**config.mk**
```make
export PLATFORM = sky130hd
export DESIGN_NAME = uart_tx_flat
export DESIGN_NICKNAME = d
export VERILOG_FILES = /design/src/rtl/uart_tx_if.sv /design/src/rtl/uart_tx.sv /design/src/flat_wrapper.sv
export SDC_FILE = /design/constraint.sdc
export NUM_CORES = 1
export LEC_CHECK = 0
export CAP_MARGIN = 25
export CORE_MARGIN = 5
export CORE_UTILIZATION = 50
export DETAILED_ROUTE_END_ITERATION = 7
export PLACE_DENSITY_LB_ADDON = 0.1
export SYNTH_ARGS = -nofsm -noshare
export SYNTH_HDL_FRONTEND = slang
export SYNTH_SLANG_ARGS = --single-unit
export TNS_END_PERCENT = 100
```
**constraint.sdc**
```tcl
create_clock -name clk -period 3.2 [get_ports clk]
set_input_delay 0.64 -clock clk [delete_from_list [all_inputs] [get_ports clk]]
set_output_delay 0.64 -clock clk [all_outputs]
set_load 0.01 [all_outputs]
```
**src/rtl/uart_tx_if.sv**
```systemverilog
// Write-side and line-side signals of the UART transmitter.
interface uart_tx_if #(
    parameter int unsigned FIFO_DEPTH = 16
);
    localparam int unsigned CW = $clog2(FIFO_DEPTH) + 1;

    logic          wr_en;
    logic [7:0]    wr_data;
    logic          full;
    logic [CW-1:0] count;
    logic          busy;
    logic          tx;

    modport master (
        output wr_en, wr_data,
        input  full, count, busy, tx
    );

    modport slave (
        input  wr_en, wr_data,
        output full, count, busy, tx
    );
endinterface

```
**src/rtl/uart_tx.sv**
```systemverilog
// 8N1 UART transmitter, LSB first, fed from a byte FIFO written by the MMIO decoder.
module uart_tx #(
    parameter int unsigned CLK_FREQ   = 100_000_000,
    parameter int unsigned BAUD       = 115200,
    parameter int unsigned FIFO_DEPTH = 16
) (
    input  logic     clk,
    input  logic     rst_n,
    uart_tx_if.slave bus
);
    localparam int unsigned DIV = CLK_FREQ / BAUD;
    localparam int unsigned BW  = (DIV > 1) ? $clog2(DIV) : 1;
    localparam int unsigned PW  = $clog2(FIFO_DEPTH);
    localparam int unsigned CW  = PW + 1;

    typedef enum logic [1:0] {IDLE, START, DATA, STOP} state_t;

    state_t        state;
    logic [BW-1:0] baud_cnt;
    logic [2:0]    bit_idx;
    logic [7:0]    shreg;
    logic [7:0]    mem [FIFO_DEPTH];
    logic [PW-1:0] wr_ptr;
    logic [PW-1:0] rd_ptr;
    logic [CW-1:0] count_q;
    logic          full_q;
    logic          busy_q;
    logic          tx_q;

    logic          baud_end_c;
    logic          push_c;
    logic          pop_c;
    logic          active_nxt_c;
    logic [CW-1:0] count_nxt_c;

    // Push/pop decisions; full is registered so a write while full is dropped even alongside a pop.
    always_comb begin
        baud_end_c   = (baud_cnt == BW'(DIV - 1));
        push_c       = bus.wr_en && !full_q;
        pop_c        = (count_q != '0) && ((state == IDLE) || ((state == STOP) && baud_end_c));
        count_nxt_c  = count_q + CW'(push_c) - CW'(pop_c);
        active_nxt_c = 1'b1;
        case (state)
            IDLE:    active_nxt_c = pop_c;
            STOP:    active_nxt_c = !baud_end_c || pop_c;
            default: active_nxt_c = 1'b1;
        endcase
    end

    // FIFO storage; contents are don't-care after reset since the pointers restart.
    always_ff @(posedge clk) begin
        if (push_c) begin
            mem[wr_ptr] <= bus.wr_data;
        end
    end

    // FIFO pointers, occupancy and full flag.
    always_ff @(posedge clk or negedge rst_n) begin
        if (!rst_n) begin
            wr_ptr  <= '0;
            rd_ptr  <= '0;
            count_q <= '0;
            full_q  <= 1'b0;
        end else begin
            if (push_c) begin
                wr_ptr <= wr_ptr + 1'b1;
            end
            if (pop_c) begin
                rd_ptr <= rd_ptr + 1'b1;
            end
            count_q <= count_nxt_c;
            full_q  <= (count_nxt_c == CW'(FIFO_DEPTH));
        end
    end

    // Frame FSM with baud counter, shift register and registered line/busy outputs.
    always_ff @(posedge clk or negedge rst_n) begin
        if (!rst_n) begin
            state    <= IDLE;
            baud_cnt <= '0;
            bit_idx  <= '0;
            shreg    <= '0;
            tx_q     <= 1'b1;
            busy_q   <= 1'b0;
        end else begin
            busy_q <= active_nxt_c || (count_nxt_c != '0);
            if (state != IDLE) begin
                baud_cnt <= baud_end_c ? '0 : baud_cnt + 1'b1;
            end
            case (state)
                IDLE: begin
                    baud_cnt <= '0;
                    tx_q     <= 1'b1;
                    if (pop_c) begin
                        shreg <= mem[rd_ptr];
                        tx_q  <= 1'b0;
                        state <= START;
                    end
                end
                START: begin
                    if (baud_end_c) begin
                        bit_idx <= '0;
                        tx_q    <= shreg[0];
                        state   <= DATA;
                    end
                end
                DATA: begin
                    if (baud_end_c) begin
                        shreg <= {1'b0, shreg[7:1]};
                        if (bit_idx == 3'd7) begin
                            tx_q  <= 1'b1;
                            state <= STOP;
                        end else begin
                            bit_idx <= bit_idx + 1'b1;
                            tx_q    <= shreg[1];
                        end
                    end
                end
                STOP: begin
                    if (baud_end_c) begin
                        if (pop_c) begin
                            shreg <= mem[rd_ptr];
                            tx_q  <= 1'b0;
                            state <= START;
                        end else begin
                            state <= IDLE;
                        end
                    end
                end
                default: begin
                    tx_q  <= 1'b1;
                    state <= IDLE;
                end
            endcase
        end
    end

    assign bus.full  = full_q;
    assign bus.count = count_q;
    assign bus.busy  = busy_q;
    assign bus.tx    = tx_q;
endmodule

```
**src/flat_wrapper.sv**
```systemverilog
// flat-port wrapper written by rule: the top's interface ports become plain ports
module uart_tx_flat 
#(
    parameter int unsigned CLK_FREQ   = 100_000_000,
    parameter int unsigned BAUD       = 115200,
    parameter int unsigned FIFO_DEPTH = 16
)
  (clk, rst_n, bus_wr_en, bus_wr_data, bus_full, bus_count, bus_busy, bus_tx);
  uart_tx_if #(.FIFO_DEPTH(FIFO_DEPTH)) bus_i ();
  input  logic clk;
  input  logic rst_n;
  input wire logic [$bits(bus_i.wr_en)-1:0] bus_wr_en;
  input wire logic [$bits(bus_i.wr_data)-1:0] bus_wr_data;
  output wire logic [$bits(bus_i.full)-1:0] bus_full;
  output wire logic [$bits(bus_i.count)-1:0] bus_count;
  output wire logic [$bits(bus_i.busy)-1:0] bus_busy;
  output wire logic [$bits(bus_i.tx)-1:0] bus_tx;
  assign bus_i.wr_en = bus_wr_en;
  assign bus_i.wr_data = bus_wr_data;
  assign bus_full = bus_i.full;
  assign bus_count = bus_i.count;
  assign bus_busy = bus_i.busy;
  assign bus_tx = bus_i.tx;
  uart_tx #(.CLK_FREQ(CLK_FREQ), .BAUD(BAUD), .FIFO_DEPTH(FIFO_DEPTH)) u_core (.clk(clk), .rst_n(rst_n), .bus(bus_i));
endmodule
```
Word-level counts from Yosys, hierarchy flattened
Memory sizes are Yosys's and may differ from the RTL's.
Cells that the tools add are included.
{"block": "word_totals", "ff_bits": 39, "mem_bits_rw": 128, "inputBits": 11, "out_inout_bits": 8, "elab_cells": 77, "n_memories": 1}
{"block": "op_classes", "add_sub_neg": 6, "eq_ne": 13, "mux": 28, "reduce_logical": 19}
{"memory": "u_core.mem", "words": 16, "width": 8, "rd": 1, "rd_ports_with_merged_regs": 0, "write_ports": 1, "line": "uart_tx.sv:22", "text": "logic [7:0] mem [FIFO_DEPTH];"}
{"op": "2-to-1 mux 10 bit", "count": 3}
{"op": "2-to-1 mux 8 bit", "count": 3}
{"op": "case mux 8 bit (3 select lines)", "count": 1}
{"op": "!= test 2 x 1 -> 1 bit (second input constant)", "count": 6}
{"op": "adder 10 x 1 -> 10 bit (second input constant)", "count": 1}
{"op": "== test 10 bit (second input constant)", "count": 1}
{"op": "2-to-1 mux 2 bit", "count": 5}
{"op": "nonzero test 5 bit", "count": 2}
{"op": "2-to-1 mux 1 bit", "count": 9}
{"op": "2-to-1 mux 3 bit", "count": 3}
{"op": "adder 4 x 1 -> 4 bit (second input constant)", "count": 2}
{"op": "case mux 2 bit (4 select lines)", "count": 1}
{"op": "AND reduction 4 bit", "count": 2}
{"op": "case mux 3 bit (2 select lines)", "count": 1}
{"op": "nonzero test 2 bit", "count": 3}
{"op": "adder 5 x 1 -> 5 bit", "count": 1}
{"op": "== test 5 bit (second input constant)", "count": 1}
{"op": "AND reduction 5 bit", "count": 1}
{"op": "subtractor 5 x 1 -> 5 bit", "count": 1}
{"op": "== test 2 bit (second input constant)", "count": 2}
{"op": "case mux 1 bit (4 select lines)", "count": 1}
{"op": "adder 3 x 1 -> 3 bit (second input constant)", "count": 1}
{"op": "== test 3 bit (second input constant)", "count": 1}
{"op": "logical AND 1 bit", "count": 3}
{"op": "8 further kinds", "count": 11}

Logic depth before layout (Yosys ltp)
Gate-level depths: netlist (run 1).
{"block": "depth", "depth_word": 7, "depth_mapped": 15, "ltp_nobuf": 14}

Worst setup path before layout (run 1)
OpenSTA, ideal clock, no wires.
{"block": "synth_timing", "kind": "register to register", "start": "reg u_core.count_q[3], in the netlist u_core.bus.count[3]", "end": "reg u_core.busy_q, in the netlist u_core.bus.busy", "setup_ns": 0.138, "arrival_ns": 3.434, "required_ns": 3.062, "path_slack_ns": -0.372, "stages_incl_launch_ff": 14, "path_buffers": 1, "synth_period_minus_slack_ns": 3.572, "cell_sequence": "dfrtp_1 -> inv_1 -> ha_1 -> nor4b_4 -> and4b_4 -> or2_1 -> buf_6 -> ha_1 -> inv_1 -> ha_1 -> fa_1 -> xor2_1 -> or4_1 -> or4_1"}
{"block": "synth_via", "elab_chain_len": 5, "elab_cells_between_ends": 8, "classes_between": "add/sub: 2; mux: 1; reduce/logical: 5"}
{"item": "from (decl)", "line": "uart_tx.sv:25", "text": "logic [CW-1:0] count_q;"}
{"item": "from (signal assigned)", "line": "uart_tx.sv:71", "text": "count_q <= count_nxt_c;"}
{"item": "nonzero test 5 bit", "line": "uart_tx.sv:40", "text": "pop_c = (count_q != '0) && ((state == IDLE) || ((state == STOP) && baud_end_c));"}
{"item": "logical AND 1 bit", "line": "uart_tx.sv:40"}
{"item": "net u_core.pop_c", "line": "uart_tx.sv:32", "text": "logic pop_c;"}
{"item": "subtractor 5 x 1 -> 5 bit", "line": "uart_tx.sv:41", "text": "count_nxt_c = count_q + CW'(push_c) - CW'(pop_c);"}
{"item": "net u_core.count_nxt_c[2]", "line": "uart_tx.sv:34", "text": "logic [CW-1:0] count_nxt_c;"}
{"item": "nonzero test 5 bit", "line": "uart_tx.sv:86", "text": "busy_q <= active_nxt_c || (count_nxt_c != '0);"}
{"item": "logical OR 1 bit", "line": "uart_tx.sv:86"}
{"item": "to (signal assigned)", "line": "uart_tx.sv:86"}
{"item": "to (decl)", "line": "uart_tx.sv:27", "text": "logic busy_q;"}
The timed path passes the listed nets, and every way through them passes these cells.
A chain may end at the register's enable or synchronous reset.

Worst setup path after layout (run 1)
{"block": "layout_timing", "start": "reg u_core.count_q[2], in the netlist u_core.bus.count[2]", "end": "reg u_core.busy_q, in the netlist u_core.bus.busy"}
{"block": "layout_via", "elab_chain_len": 5, "elab_cells_between_ends": 8, "classes_between": "add/sub: 2; mux: 1; reduce/logical: 5"}
{"item": "parallel branches: the longest is 2 deep, another holds adder 5 x 1 -> 5 bit"}
{"item": "subtractor 5 x 1 -> 5 bit (*)", "line": "uart_tx.sv:41"}
{"item": "net u_core.count_nxt_c[2]", "line": "uart_tx.sv:34"}
{"item": "nonzero test 5 bit (*)", "line": "uart_tx.sv:86"}
{"item": "logical OR 1 bit (*)", "line": "uart_tx.sv:86"}
Mark *: on every way through the listed nets, which the timed path passes.

==> results.txt, run 1 <==
The worst-skew pair later-pin latency is 420 ps. The number of nets produced by synthesis came out at 484. The core region is 0.01393 mm². The worst voltage drop across the vdd grid is 0.4583 mV. In this run the critical register-to-register path is launched from u_core.bus.count[2]. The number of design-rule violations left by the first detailed-router iteration came out at 243. The number of different library cells in the post-synthesis netlist came out at 52.

The critical path is of the flip-flop to flip-flop type. The placer congestion estimate is 0.7949. The final-stage net count came out at 549. The number of antenna violations at the first check in global routing came out at 0. The run finished, with violations left. The pin slew with the least headroom to its limit is 872.0 ps. The overall fraction of global-route tracks in use is 0.1828.

The initialized floorplan defines 43 standard-cell rows. The pin count of the biggest net entering global routing is 47. STA classifies the critical path startpoint as a flip-flop. The largest stage delay on the critical path came out at 490 ps. In the global route stage, met2 resource usage came out at 0.2884. The achievable frequency is 291.3 MHz. Once detail routing completed, the nets flagged for antenna violations numbered 0. The die outline width came out at 129.4 µm. For met1 alone, demand over resource in global routing was 0.2586. The largest buffer count on any clock path came out at 2.

met2 is the most crowded layer. The minimum clock period after layout came out at 3433 ps. The area of the die is 0.01675 mm². STA classifies the critical path endpoint as a flip-flop. The clock power share is 0.335. The family with the most delay on the worst path is simple AND/OR/NAND/NOR gates.

The count of cell instances traversed by the critical path is 12. The iteration count of the initial detailed-routing pass is 4. The final critical-path share of the clock period came out at 1.073. In this run the critical register-to-register path is captured at u_core.bus.busy. The endpoint required time on the critical path came out at 3490 ps.

The total count of hold-check failures in the final report came out at 0. The fraction of layout cells with a size suffix above 1 is 0.2590. The arrival time at the worst endpoint came out at 3730 ps.

The post-route cell area is 0.008401 mm². The total overflow reported by the global router is 0. The final wirelength came out at 14070 µm. 0 antenna diodes ended up in the layout. The clock sink count is 167. The share of total power dissipated in sequential elements is 0.486. The kind of path behind the tightest hold check is primary input to asynchronous set/reset pin. The share of total power consumed by net switching came out at 0.2586.

After detailed routing, the average wire length per cell comes to 19.84 µm. The half-perimeter wire length of the detailed placement result came out at 9292 µm. The total of warnings raised by yosys is 0. In this run the power spent charging and discharging nets is 0.001437 W. The routed via count divided by cell count came out at 5.529. Summed over all failing endpoints, the final setup total negative slack is -232.6 ps. In this run the worst setup path terminates at u_core.bus.busy. TritonCTS built the clock tree.

The starting utilization of the core area is 0.5118. The boundary pin count is 19. The count of buffering cells on the critical path with inverters included came out at 2. For this design, the slowest cell found on the critical path is or4_4.

The total via count after detailed routing came out at 3920. Counting flops with a built-in enable in the synthesized netlist gives 128. The summed instance area of the synthesized netlist is 0.007132 mm².

In this run the vertical extent of the chip is 129.4 µm. The signal on the critical path passes through inv_2 > ha_4 > nor4b_4 > and2b_1 > or2_4 > ha_4 > inv_2 > ha_4 > fa_2 > xor2_2 > or4_4 > or4_4. The largest clock skew in the final design is 4.953 ps. The number of max-slew violations in the final report is 0. The detailed-route DRC error count is 0. The checks that failed: setup timing. The clock-pin slew on the worst setup and hold paths is 60 ps.

The worst slew margin relative to its limit is 0.4187. The cell that appears most often on the critical path is ha_4. The setup slack after placement is -289.5 ps. The sequential-to-total area share from yosys stat came out at 0.6760. The non-filler instance count after layout came out at 709. The setup slack on the worst flop-to-flop path came out at -230 ps. The most critical setup path has its startpoint at u_core.bus.count[2].

The CTS buffer count is 17. The deepest level of the CTS H-tree came out at 4. The number of global-route vias before repair came out at 4082. Setup repair after global routing could not meet its margin everywhere. The combinational group share of total power is 0.178. The reported max-cap violation count is 0.

The met3 demand-to-capacity share in global routing is 0.04204. The maximum fanout along the worst path is 3. The analysis attributes to cell leakage a power of 3.086 nW. The tree is rooted in a clkbuf_16. In the synthesized netlist the async set-or-reset flop fraction comes to 0.2335.

The tightest hold path in the finished design has a slack of 336.2 ps. The mean cell area of the mapped netlist came out at 15.78 µm². Fill cells in the final layout number 1089. In this run the power density over the cells is 661.4 mW/mm². Once placement completed, the tool counted placed cells totaling 677. The number of failing setup endpoints in the final timing report is 1. Input and output buffers added on the ports amount to 18. The most used flip-flop cell after synthesis is edfxtp_1. The final critical-path setup slack is -232.6 ps. After detailed placement, the total cell area comes to 0.007805 mm². In this run, post-CTS hold repair placed 0 buffers. Synthesis produced a netlist whose cell count is 452. The depth of the most critical reg-to-reg path is 12. The post-synthesis sequential element count is 167.

From synthesis to final layout, the design area changed by 17.79%. The global-route wire length before repair is 22600 µm. The cell-internal power is 0.004119 W.
==> final cells by class <==
class	count	area [µm²]	area share
Clock inverter	13	106.4	0.01266
Sequential cell	167	4822	0.5740
Clock buffer	18	429.2	0.05109
Timing Repair Buffer	68	563.0	0.06702
Multi-Input combinational cell	247	2195	0.2612
Tap cell	180	225.2	0.02681
Inverter	16	60.06	0.007149
==> repair_timing <==
action	4_1_cts	5_1_grt
pin swaps	1	2
resized for setup	0	11
setup buffers	0	1
setup endpoints to repair	1	2
==> state kept, by name, summed over array words and instances, names as in the netlist <==
register          cells
u_core.mem          128
u_core.baud_cnt      10
u_core.shreg          8
u_core.bus.count      5
u_core.rd_ptr         4
u_core.wr_ptr         4
u_core.bit_idx        3
u_core.state          2
u_core.bus.busy       1
u_core.bus.full       1
u_core.bus.tx         1
==> layer usage <==
layer | up-vias | routed length (µm)
met4 | 0 | 176
met2 | 49 | 6956
li1 | 1852 | -
met3 | 14 | 441
met1 | 2005 | 6492
met5 | - | 0
==> power groups by stage <==
stage | clock [W] | combinational (W) | sequential, W
3_5_place_dp | 0 | 0.000903 | 0.00274
4_1_cts | 0.00190 | 0.000916 | 0.00270
2_1_floorplan | 0 | 0.000502 | 0.00272
5_1_grt | 0.00200 | 0.00109 | 0.00272
3_3_place_gp | 0 | 0.000878 | 0.00273
6_report | 0.00186 | 0.000990 | 0.00270
==> worst min path at each step <==
stage | depth (start not counted) | end | start | slack (ps)
after floorplan | 0 | u_core.baud_cnt[0] | rst_n | 340
after global placement | 2 | u_core.shreg[4] | u_core.shreg[4] | 460
after detailed placement | 2 | u_core.shreg[2] | u_core.shreg[2] | 470
after CTS | 1 | u_core.baud_cnt[0] | rst_n | 360
after global routing | 1 | u_core.rd_ptr[2] | rst_n | 420
final | 1 | u_core.baud_cnt[3] | rst_n | 340
==> through the flow <==
stage	utilization	power, W
after floorplan	-	0.003224
after global placement	0.5601	0.003608
after detailed placement	0.5601	0.003647
after CTS	0.5985	0.005520
after global routing	0.6029	0.005814
final	0.6029	0.005556
==> synth_stat cells (5+ instances only) <==
| cell | instances | share of area |
|---|---|---|
| edfxtp_1 | 128 | 0.54 |
| dfrtp_1 | 38 | 0.13 |
| nand2_1 | 31 | 0.016 |
| nor2_1 | 30 | 0.016 |
| mux4_2 | 26 | 0.082 |
| ha_1 | 20 | 0.035 |
| o21ai_0 | 17 | 0.012 |
| inv_1 | 15 | 0.0079 |
| mux2_2 | 12 | 0.019 |
| clkbuf_1 | 10 | 0.0053 |
| o22ai_1 | 10 | 0.0088 |
| xnor2_1 | 9 | 0.011 |
| xor2_1 | 9 | 0.011 |
| a21oi_1 | 8 | 0.0056 |
| nor3_1 | 7 | 0.0049 |
| nor2b_1 | 6 | 0.0053 |
| nand2b_1 | 5 | 0.0044 |
| nand3_1 | 5 | 0.0035 |
==> kinds of logic after synthesis <==
group	share of synthesized area
multiplexers	0.1053
XOR/XNOR	0.02211
flip-flops	0.6760
AND/OR/NAND/NOR	0.07649
AO/OA/AOI/OAI	0.05789
adder cells (fa/ha/maj)	0.03789
buffers and inverters	0.02439
==> layout by cell type, fill, tap and decap left out, types with 9 or more instances in the layout <==
master           instances
edfxtp_1               128
buf_4                   49
dfrtp_1                 37
nand2_1                 31
nor2_1                  30
mux4_2                  26
o21ai_0                 17
ha_1                    17
clkbuf_16               17
clkdlybuf4s50_1         17
inv_1                   12
mux2_2                  12
o22ai_1                 10
xnor2_1                  9
==> worst register-to-register path, stage by stage, from the launching register on <==
cell	delay, ps
dfrtp_1	380
inv_2	80
ha_4	120
nor4b_4	220
and2b_1	230
or2_4	270
ha_4	280
inv_2	40
ha_4	160
fa_2	390
xor2_2	160
or4_4	490
or4_4	480
(Power assumes the default switching activity.)
==> inputs of run 2 (changes only) <==
--- a/config.mk
+++ b/config.mk
@@ -6,7 +6,6 @@
 export NUM_CORES = 1
 export LEC_CHECK = 0
 export CAP_MARGIN = 25
-export CORE_MARGIN = 5
 export CORE_UTILIZATION = 50
 export DETAILED_ROUTE_END_ITERATION = 7
 export PLACE_DENSITY_LB_ADDON = 0.1
==> run 2 against run 1 <==
  * The run still ends with setup timing left
  * Worst setup slack improved by 4.7 ps
  * Hold slack improved by 2.3 ps
  * Critical path depth stayed put
  * Clock-buffer cell count increased by 2
  * Largest cell class unchanged
==> results.txt, run 2 (same netlist as run 1, synthesis figures left out) <==
The area of the die is 0.01475 mm² (was 0.01675 mm²). The detailed-route DRC error count is 0 (unchanged). The number of max-slew violations in the final report came to 0 (unchanged). Registers with the most flip-flops: u_core.mem (128), u_core.baud_cnt (10), u_core.shreg (8) (unchanged). Violations in the final reports: setup timing (unchanged). The minimum clock period after layout is 3428 ps (was 3433 ps). The fraction of layout cells with a size suffix above 1 is 0.2533 (was 0.2590). The starting utilization of the core area is 0.5138 (was 0.5118). The pin count of the biggest net entering global routing came out at 40 (was 47). The count of input and output buffers is 18 (unchanged). The element type at the critical path end was a flip-flop (unchanged). The worst slew margin relative to its limit came out at 0.4148 (was 0.4187).

The clock root buffer master is clkbuf_16 (unchanged). Most frequent cells in the layout: edfxtp_1, buf_4, dfrtp_1 (unchanged). The placer congestion estimate was 0.7673 (was 0.7949). The number of nets still failing antenna checks after routing is 0 (unchanged). The deepest level of the CTS H-tree is 4 (unchanged). The number of antenna repair diodes came to 0 (unchanged). The placement row count is 43 (unchanged).

The most frequent standard cell in the layout excluding fill and tap cells is edfxtp_1 (unchanged). The number of filler cells placed in the layout came out at 1063 (was 1089). The number of antenna violations at the first check in global routing is 0 (unchanged). The sequential standard cell area was 0.004822 mm² (unchanged). The flip-flop count of the largest register, all copies and words added is 128 (unchanged). Run status: complete, but fails checks (unchanged).

The top register by number of flip-flops is u_core.mem (unchanged). The largest buffer count on any clock path came to 2 (unchanged). The achievable frequency came to 291.7 MHz (was 291.3 MHz). The maximum fanout along the worst path was 3 (unchanged). The area of the multi-input gates is 0.002152 mm² (was 0.002195 mm²). The overall fraction of global-route tracks in use was 0.2123 (was 0.1828). The per-cell routed wire length is 19.97 µm (was 19.84 µm).

The clock-pin slew on the worst setup and hold paths is 60 ps (about the same). The final critical-path share of the clock period came out at 1.071 (was 1.073). The iteration count of the initial detailed-routing pass is 4 (unchanged). The source of the worst register-to-register timing path was u_core.bus.count[2] (unchanged).

The worst-skew pair later-pin latency was 420 ps (about the same). The clock sink count came to 167 (unchanged). The die outline width is 121.4 µm (was 129.4 µm). The global-route wire length before repair is 22230 µm (was 22600 µm). The total power divided by cell area is 668.5 mW/mm² (was 661.4 mW/mm²). The final critical-path setup slack came out at -228.0 ps (was -232.6 ps). The kind of path behind the tightest hold check is primary input to asynchronous set/reset pin (unchanged). The number of design-rule violations left by the first detailed-router iteration is 283 (was 243). The endpoint of the most critical register-to-register path was u_core.bus.busy (unchanged).

The core footprint is 0.01388 mm² (was 0.01393 mm²). Setup repair after global routing missed its margin: yes (unchanged). The pin slew with the least headroom to its limit came to 877.8 ps (was 872.0 ps).

The die span in y was 121.4 µm (was 129.4 µm). The number of failing setup endpoints in the final timing report is 1 (unchanged). The number of global-route vias before repair came out at 3966 (was 4082). The sum of negative setup slack came out at -228.0 ps (was -232.6 ps). The setup slack on the worst flop-to-flop path is -230 ps (about the same).

The depth of the most critical reg-to-reg path is 12 (unchanged). The non-filler instance count after layout is 713 (was 709). The half-perimeter wire length of the detailed placement result came out at 9774 µm (was 9292 µm). The arrival time at the worst endpoint is 3720 ps (was 3730 ps). The CTS buffer count came to 17 (unchanged).

The category of the critical setup timing path is flip-flop to flip-flop (unchanged). The signed area change from the synthesized netlist to the final layout is 17.96% (was 17.79%). The cell total after placement came out at 680 (was 677). The final wirelength came to 14240 µm (was 14070 µm). The worst voltage drop across the vdd grid is 0.5289 mV (was 0.4583 mV).

The final-stage net count came out at 553 (was 549). The total overflow reported by the global router is 0 (unchanged). The total count of hold-check failures in the final report is 0 (unchanged).

The element type at the critical path start was a flip-flop (unchanged). The setup slack after placement came to -283.3 ps (was -289.5 ps). The reported max-cap violation count is 0 (unchanged). The clock tree from TritonCTS is done (unchanged).

The leakage power summed over all cells is 3.103 nW (was 3.086 nW). The routed via count divided by cell count is 5.502 (was 5.529). The total via count after detailed routing is 3923 (was 3920). The boundary pin count was 19 (unchanged). The endpoint required time on the critical path came out at 3490 ps (about the same). The largest clock skew in the final design is 7.259 ps (was 4.953 ps).
## run 2: cell count changes in the layout (fill, tap and decap cells not counted), sizes merged
cell / before / now
bufinv: 1 / 2
clkinv: 8 / 3
clkbuf: 18 / 20
buf: 51 / 55
clkinvlp: 2 / 4
## run 2: worst max-delay path by stage
stage,startpoint,end
after global placement,u_core.bus.count[2],u_core.bus.busy
after global routing,u_core.bus.count[2],u_core.bus.busy
final,u_core.bus.count[2],u_core.bus.busy
after detailed placement,u_core.bus.count[2],u_core.bus.busy
after CTS,u_core.bus.count[3],u_core.bus.busy
after floorplan,u_core.bus.count[3],u_core.bus.busy
## run 2: metal layers
| metal | track usage | routed length (µm) |
|---|---|---|
| met4 | 0.06019 | 153 |
| met5 | 0 | 0 |
| met3 | 0.04511 | 449 |
| met1 | 0.3091 | 6971 |
| met2 | 0.3232 | 6666 |
## run 2: per-stage QoR
| step | total power, W | util | area [µm²] | hold WS, ps |
|---|---|---|---|---|
| floorplan | 0.003224 | - | 7137 | 344.4 |
| global placement | 0.003622 | 0.5639 | 7828 | 456.5 |
| detailed placement | 0.003663 | 0.5639 | 7828 | 471.5 |
| CTS | 0.005623 | 0.6045 | 8391 | 357.2 |
| global route | 0.005842 | 0.6061 | 8413 | 408.7 |
| finish | 0.005624 | 0.6061 | 8413 | 338.4 |
## run 2: layout make-up
class                           count  share of cell area
Clock buffer                       20             0.05190
Timing Repair Buffer               72             0.07049
Inverter                           16            0.007139
Tap cell                          180             0.02677
Sequential cell                   167              0.5732
Multi-Input combinational cell    247              0.2558
Clock inverter                     11             0.01472
## run 2: report_power, final
part / switching [W] / internal (W) / leakage, nW
registers: 0.000113 / 0.00259 / 1.63
logic: 0.000510 / 0.000449 / 1.21
clock network: 0.000817 / 0.00115 / 0.259
## run 2: repair_timing
item | CTS | global route
setup buffers | 0 | 2
hold buffers | 0 | 0
gates resized for setup | 2 | 2
setup endpoints to repair | 1 | 2
pin swaps | 0 | 1
## run 2: worst max-delay path, cell delays in order, from the launching register on
cell and delay [ps]:
dfrtp_1 390, inv_2 70, ha_1 140, nor4b_4 230, and4b_4 250, or2_4 260
ha_1 270, inv_1 40, ha_2 170, fa_2 360, xor2_1 170, or4_4 490
or4_1 470
